--- src/rtl/pacman_sprite_sequencer.sv ---
// Pac-Man sprite animation controller: picks the sprite/palette set for the pixel path.
// All animation state advances only on the vertical-blank frame tick.
module pacman_sprite_sequencer #(
   parameter int TICKS_PER_PHASE       = 4,
   parameter int DEATH_FRAMES          = 11,
   parameter int DEATH_TICKS_PER_FRAME = 8
) (
   input  logic       Clk,
   input  logic       Reset,
   input  logic       frame_tick,
   input  logic [1:0] dir,
   input  logic       moving,
   input  logic       die,
   input  logic       restart,
   output logic [4:0] sprite_sel,
   output logic [1:0] mouth,
   output logic       dying,
   output logic       anim_done,
   output logic       sel_changed
);

   localparam int CNT_MAX = (TICKS_PER_PHASE > DEATH_TICKS_PER_FRAME) ?
                            TICKS_PER_PHASE : DEATH_TICKS_PER_FRAME;
   localparam int CNT_W   = (CNT_MAX > 1) ? $clog2(CNT_MAX) : 1;
   localparam int FRM_W   = (DEATH_FRAMES > 1) ? $clog2(DEATH_FRAMES) : 1;

   localparam logic [CNT_W-1:0] PHASE_LAST = CNT_W'(TICKS_PER_PHASE - 1);
   localparam logic [CNT_W-1:0] DTICK_LAST = CNT_W'(DEATH_TICKS_PER_FRAME - 1);
   localparam logic [FRM_W-1:0] FRAME_LAST = FRM_W'(DEATH_FRAMES - 1);

   typedef enum logic [1:0] {ALIVE, DYING, DEAD} state_t;

   state_t           state, n_state;
   logic [1:0]       dir_q, n_dir;
   logic [1:0]       phase, n_phase;
   logic [CNT_W-1:0] tick_cnt, n_cnt;
   logic [FRM_W-1:0] death_frame, n_frame;
   logic             die_pend, n_pend;
   logic [1:0]       n_mouth;
   logic [4:0]       n_sel;

   always_comb begin
      // NOTE: every comb output gets a default first so no path leaves it unassigned (no latch).
      n_state = state;
      n_dir   = dir_q;
      n_phase = phase;
      n_cnt   = tick_cnt;
      n_frame = death_frame;
      n_pend  = die_pend;

      if (restart) begin
         n_state = ALIVE;
         n_dir   = 2'b00;
         n_phase = 2'd0;
         n_cnt   = '0;
         n_frame = '0;
         n_pend  = 1'b0;
      end else begin
         case (state)
            ALIVE: begin
               if (frame_tick && die_pend) begin
                  // A pending death outranks movement on the same tick.
                  n_state = DYING;
                  n_frame = '0;
                  n_cnt   = '0;
                  n_pend  = 1'b0;
               end else begin
                  if (die)
                     n_pend = 1'b1;
                  if (frame_tick && moving) begin
                     n_dir = dir;
                     if (tick_cnt == PHASE_LAST) begin
                        n_cnt   = '0;
                        n_phase = phase + 2'd1;
                     end else begin
                        n_cnt = tick_cnt + 1'b1;
                     end
                  end
               end
            end
            DYING: begin
               if (frame_tick) begin
                  if (tick_cnt == DTICK_LAST) begin
                     n_cnt = '0;
                     if (death_frame == FRAME_LAST)
                        n_state = DEAD;
                     else
                        n_frame = death_frame + 1'b1;
                  end else begin
                     n_cnt = tick_cnt + 1'b1;
                  end
               end
            end
            DEAD: ;
            default: n_state = ALIVE;
         endcase
      end

      case (n_phase)
         2'd0:    n_mouth = 2'b00;
         2'd2:    n_mouth = 2'b10;
         default: n_mouth = 2'b01;
      endcase

      case (n_state)
         ALIVE:   n_sel = {1'b0, n_dir, n_mouth};
         DYING:   n_sel = {1'b1, 4'(n_frame)};
         default: n_sel = 5'b11111;
      endcase
   end

   // NOTE: non-blocking assignments only here; outputs are registered alongside the state they reflect.
   always_ff @(posedge Clk or posedge Reset) begin
      if (Reset) begin
         state       <= ALIVE;
         dir_q       <= 2'b00;
         phase       <= 2'd0;
         tick_cnt    <= '0;
         death_frame <= '0;
         die_pend    <= 1'b0;
         sprite_sel  <= 5'b00000;
         mouth       <= 2'b00;
         dying       <= 1'b0;
         anim_done   <= 1'b0;
         sel_changed <= 1'b0;
      end else begin
         state       <= n_state;
         dir_q       <= n_dir;
         phase       <= n_phase;
         tick_cnt    <= n_cnt;
         death_frame <= n_frame;
         die_pend    <= n_pend;
         sprite_sel  <= n_sel;
         mouth       <= n_mouth;
         dying       <= (n_state == DYING);
         anim_done   <= (n_state == DEAD);
         sel_changed <= (n_sel != sprite_sel);
      end
   end

endmodule
--- config.mk ---
export PLATFORM = sky130hd
export DESIGN_NAME = pacman_sprite_sequencer
export DESIGN_NICKNAME = d
export VERILOG_FILES = /design/src/rtl/pacman_sprite_sequencer.sv
export SDC_FILE = /design/constraint.sdc
export NUM_CORES = 1
export LEC_CHECK = 0
export BUFFER_PORTS_ARGS = -buffer_cell sky130_fd_sc_hd__clkbuf_2
export CORE_ASPECT_RATIO = 0.9
export CORE_MARGIN = 4
export CORE_UTILIZATION = 51
export CTS_CLUSTER_DIAMETER = 60
export DETAILED_ROUTE_END_ITERATION = 16
export PLACE_DENSITY = 0.74
export SYNTH_ARGS = -nofsm -noshare
export SYNTH_HDL_FRONTEND = slang
export SYNTH_SLANG_ARGS = --single-unit
--- constraint.sdc ---
create_clock -name Clk -period 2.5 [get_ports Clk]
set_input_delay 0 -clock Clk [delete_from_list [all_inputs] [get_ports Clk]]
set_output_delay 0 -clock Clk [all_outputs]
set_load 0.05 [all_outputs]
==> run metrics, run 1 <==
status finished, final reports clean; Slew @ Worst Pin 0.924 ns; initial antenna violation count 0; vias 1227; slew margin rel. 38.4%; Die H 58.9 µm; Final min period 2.38 ns; total of max-cap violations 0; DIE AREA 3800 µm²; area taken by multi-input logic gates 779 µm²; GRT met2 Usage 33.2%; Finished Core Util 60.6%; ANT nets after route 0; M1 GR Usage 24.4%; CTS tree yes; largest area contributor in the netlist dfrtp_1; warnings from Yosys 0; largest net degree at the start of global routing 25; CP Data Required Time 2.71 ns; Die W 64.5 µm; Final TNS setup 0 ns; drt pass-1 iters 4; GR Layer Usage met3 3.44%; pwr/cell area 446 nW/µm²; top cells by count, synth dfrtp_1 (24), nor2_1 (17), inv_1 (11); Clk pin slew, worst setup/hold paths 0.13 ns; FF-to-FF End sel_changed; Reg2Reg Depth 8; vias in the first global route 1207; GRT busiest layer met2; dominant synthesized flop cell dfrtp_1; HPWL Detailed 2460 µm; leakage power 0.788 nW; final WL 3410 µm; Routability Congestion 0.863; Unique masters post-synth 49; nets 189; post-synthesis cell area 1470 µm²; DR vias/cell 5.76; Min-Delay Path Class in2reg; Core ar. 2750 µm²; CTS Sinks 24; Area Growth Syn to Fin 13.6%; number of flops mapped to enable cells by yosys 0; reg2reg setup slack 0.12 ns; final setup fails 0; I/O pins 18; hold slack 0.0449 ns; port bufs 17; post-synthesis sequential element count 24; cell count after synthesis 151; GRT overflow 0; n_diodes 0; crit path kind reg2reg; DR iter-0 viols 56; final period utilization 95.2%; WL/cell 16.0 µm; Final Skew 0.00689 ns; RSZ-0062 raised after global routing false; RR Startpoint tick_cnt[0]; CP Data Arrival Time 2.59 ns; clk buf depth 2; Total GRT Usage 19.1%; Starting Density 53.3%; register area share after synthesis 41.0%; root buf cell clkbuf_4; first-pass GRT wire length 5550 µm; Critical Path Start Type flop; cts bufs inserted 3; hold path depth 5; H-tree levels 1; peak supply drop 0.314 mV; Clock Latency Late Sink 0.32 ns; FMAX 0.420 GHz; Setup Buffers After CTS 0; site row count 18; top cells by area, synth dfrtp_1 (41%), ha_1 (5.1%), nor2_1 (4.4%); hold_sp die; CP Capture Type flop; share of cells above drive strength 1 20.2%; # DRC 0; final-report hold violation count 0; Reg area 601 µm²; most instantiated library cell after synthesis dfrtp_1; Worst Hold End die_pend; max-slew violations 0; Post-synth ARST share 100%; area share of the largest cell type after synthesis 41.0%; critical path fanouts, max 6; # fillers 246; Post-Syn Area per Cell 9.70 µm²; Synth Net Count 165
routing by layer:
| metal | up-vias | wire length [µm] | part of all wire, % |
|---|---|---|---|
| li1 | 593 | - | - |
| met1 | 604 | 1550 | 46 |
| met3 | 4 | 118 | 3.5 |
| met2 | 26 | 1710 | 50 |
| met5 | - | 0 | 0 |
| met4 | 0 | 31 | 0.91 |
worst max path at each step:
stage / startpoint / to / slack (ns)
6_report: tick_cnt[0] / sel_changed / 0.12
5_1_grt: tick_cnt[0] / sel_changed / 0.03
4_1_cts: tick_cnt[0] / sel_changed / 0.07
3_5_place_dp: tick_cnt[0] / sel_changed / 0.1
3_3_place_gp: tick_cnt[0] / sel_changed / 0.14
2_1_floorplan: tick_cnt[0] / sel_changed / 0.05
repair_timing:
item / in CTS / in global routing
setup endpoints to repair: 0 / 1
hold buffers: 3 / 1
resized for setup: 0 / 3
hold endpoints to repair: 30 / 1
power breakdown:
group	switching, mW	internal (mW)
Sequential	0.0128	0.404
Clock	0.117	0.0565
Combinational	0.101	0.0518
cells in the final DEF (no fill, tap or decap), types with 2 or more instances in the layout:
cell type	n
nor2_1	17
a211o_1	2
nand4b_1	2
dfrtp_1	24
or4_1	2
a21oi_1	6
clkbuf_2	17
a211oi_1	4
o21ai_0	4
nand3_1	3
inv_1	11
clkbuf_4	3
xnor2_1	4
dlygate4sd3_1	4
nand4_1	4
o21ai_1	2
nor2b_1	3
mux2i_1	5
o211ai_1	4
nand2b_1	3
and2_1	3
ha_1	5
buf_4	6
nand2_1	7
area by class of cell:
class	count	area share (%)
Clock buffer	3	1.35
Inverter	11	2.48
Multi-Input combinational cell	108	46.8
Sequential cell	24	36.1
Tap cell	40	3.01
Timing Repair Buffer	27	10.2
metrics by stage:
stage	std cells	setup WS, ns	instance area [µm²]	power, mW
6_report	213	0.119	1660	0.742
5_1_grt	213	0.0260	1660	0.782
4_1_cts	212	0.0727	1640	0.739
3_5_place_dp	206	0.0961	1590	0.570
3_3_place_gp	206	0.143	1590	0.564
2_1_floorplan	151	0.0509	1470	0.529
cells by family after synthesis:
group | synth area share (%)
adder cells (fa/ha/maj) | 5.12
buffers and inverters | 6.49
flip-flops | 41.0
AO/OA/AOI/OAI | 19.4
AND/OR/NAND/NOR | 22.2
multiplexers | 3.42
XOR/XNOR | 2.39
critical path: stages, from the launching register on:
cell	delay, ns
dfrtp_1	0.42
ha_1	0.25
ha_2	0.21
and3_4	0.21
a211o_1	0.30
or4b_4	0.53
o311ai_4	0.11
xnor2_1	0.15
nand4_1	0.09
flip-flops by register name, summed over array words and instances, names as in the netlist:
signal       cells
sprite_sel       5
death_frame      4
tick_cnt         3
dir_q            2
mouth            2
phase            2
state            2
anim_done        1
die_pend         1
dying            1
sel_changed      1
No activity file was read; power rests on OpenSTA's default activity.
==> run 2: changes to the inputs <==
SETUP_SLACK_MARGIN = 0.4   (was default)
==> run 2 against run 1 <==
First-iteration DRC count shrank 7.1%. Clock skew grew 0.0080 ns. Clock power shrank 3%. Clock-buffer cell count is the same.
==> run metrics, run 2 (synthesized netlist as in run 1, its figures left out) <==
Core ar. 2750 µm² (unchanged); crit-path max cell delay 0.50 ns (-0.03 ns); Cell Chain, Critical Path ha_4, ha_4, and3_4, a211o_4, or4b_4, o311ai_4, xnor2_1, nand4_1; Area Growth Syn to Fin 15.9%; Die H 58.9 µm (unchanged); root buf cell clkbuf_4; Total GRT Usage 18.5% (-0.53 points); vias in the first global route 1151 (-4.6%); site row count 18 (unchanged); peak supply drop 0.297 mV (-5.6%); hold_sp dir[1]; number of flip-flops under the largest register name 5 (unchanged); clk buf depth 2 (unchanged); initial antenna violation count 0 (unchanged); # DRC 0 (unchanged); critical path fanouts, max 6 (unchanged); H-tree levels 1 (unchanged); hold path depth 3 (-2); placed cell area 1590 µm² (-0.31%); Clk pin slew, worst setup/hold paths 0.14 ns (about the same); FF-to-FF End sel_changed; Most flops, register sprite_sel; n_diodes 0 (unchanged); CTS tree yes; ANT nets after route 0 (unchanged); HPWL Detailed 2420 µm (-1.5%); CP Data Required Time 2.68 ns (-0.03 ns); final-report hold violation count 0 (unchanged); commonest non-fill, non-tap cells in the layout dfrtp_1 (23), nor2_1 (17), clkbuf_2 (17); Routability Congestion 0.863 (about the same); final WL 3410 µm (about the same); max-slew violations 0 (unchanged); Regs by FF count sprite_sel (5), death_frame (4), tick_cnt (3); total of max-cap violations 0 (unchanged); critical path's slowest cell or4b_4; pwr/cell area 437 nW/µm² (-2.1%); Final Skew 0.0149 ns (+0.00797 ns); reg2reg setup slack 0.20 ns (+0.08 ns); Final TNS setup 0 ns (unchanged); RR Startpoint tick_cnt[1]; CTS Sinks 24 (unchanged); crit path kind reg2reg; leakage power 0.787 nW (-0.15%); nets 188 (-0.53%); Place WS 0.132 ns (+0.0357 ns); CP Data Arrival Time 2.48 ns (-0.11 ns); RSZ-0062 raised after global routing true; Min-Delay Path Class in2reg; DR vias/cell 5.88 (+2.0%); Die W 64.5 µm (unchanged); PnR worst setup slack 0.199 ns (+0.0801 ns); design area 1700 µm² (+2.0%); Reg2Reg Depth 8 (unchanged); Top cell by count, worst path ha_4; GRT overflow 0 (unchanged); Critical Path Start Type flop; port bufs 17 (unchanged); Final min period 2.30 ns (-0.0801 ns); DIE AREA 3800 µm² (unchanged); final setup fails 0 (unchanged); CP Capture Type flop; cts bufs inserted 3 (unchanged); drt pass-1 iters 5 (+1); Starting Density 53.3% (unchanged); slew margin rel. 39.6% (+1.2 points); area taken by multi-input logic gates 825 µm² (+5.8%); I/O pins 18 (unchanged); Worst Hold End dir_q[1]; DR iter-0 viols 52 (-7.1%); first-pass GRT wire length 5460 µm (-1.5%); WL/cell 16.1 µm (+0.44%); share of cells above drive strength 1 23.8% (+3.6 points); status finished, final reports clean; vias 1246 (+1.5%); final period utilization 92.0% (-3.2 points); Reg area 602 µm² (+0.21%); Finished Core Util 61.8% (+1.2 points); # fillers 234 (-4.9%); Clock Latency Late Sink 0.31 ns (about the same); FMAX 0.435 GHz (+3.5%); largest net degree at the start of global routing 25 (unchanged); Slew @ Worst Pin 0.906 ns (-0.0179 ns); commonest non-fill, non-tap cell in the layout dfrtp_1
==> run 2: stage by stage <==
step           power [mW]  cells  hold WS [ns]
2_1_floorplan       0.531    151        0.0146
3_3_place_gp        0.561    202         0.210
3_5_place_dp        0.567    202         0.230
4_1_cts             0.745    211        0.0245
5_1_grt             0.783    212        0.0301
6_report            0.741    212        0.0349
==> run 2: cell type report <==
type                            instances  area share [%]
Sequential cell                        24            35.4
Multi-Input combinational cell        108            48.6
Timing Repair Buffer                   26            9.29
Inverter                               11            2.43
Clock buffer                            3            1.33
Tap cell                               40            2.95
==> run 2: report_power, final <==
group / internal [mW] / switching (mW) / total [mW]
registers: 0.404 / 0.0159 / 0.420
clock network: 0.0562 / 0.112 / 0.168
logic: 0.0532 / 0.100 / 0.153
==> run 2: timing repair <==
action	CTS	global route
pin swaps	5	5
buffers inserted	4	1
hold buffers	2	0
cloned	0	0
hold endpoints to repair	25	0
endpoints found under the setup margin	2	2
resized for setup	3	4
==> run 2: worst max-delay path by stage <==
stage / from / endpoint / slack, ns / depth (start not counted)
2_1_floorplan: tick_cnt[0] / sel_changed / 0.25 / 9
3_3_place_gp: death_frame[0] / sel_changed / 0.24 / 8
3_5_place_dp: death_frame[0] / sel_changed / 0.13 / 8
4_1_cts: tick_cnt[0] / sel_changed / 0.21 / 8
5_1_grt: tick_cnt[0] / sel_changed / 0.12 / 8
6_report: tick_cnt[1] / sel_changed / 0.20 / 8
==> run 2: metal layers <==
metal | part of all wire, % | vias up | global-route usage [%]
li1 | - | 591 | -
met1 | 43 | 595 | 25.4
met2 | 50 | 50 | 31.3
met3 | 5.6 | 10 | 1.91
met4 | 1.3 | 0 | 5.72
met5 | 0 | - | 0
==> run 2: worst max-delay path: cells and delay by family, from the launching register on <==
| family | cells | cell delay (ns) |
|---|---|---|
| DFF | 1 | 0.43 |
| adders and majority gates | 2 | 0.35 |
| AOI/OAI and AO/OA | 2 | 0.42 |
| xor gates and xnor gates | 1 | 0.16 |
| and+or+nand+nor | 3 | 0.80 |
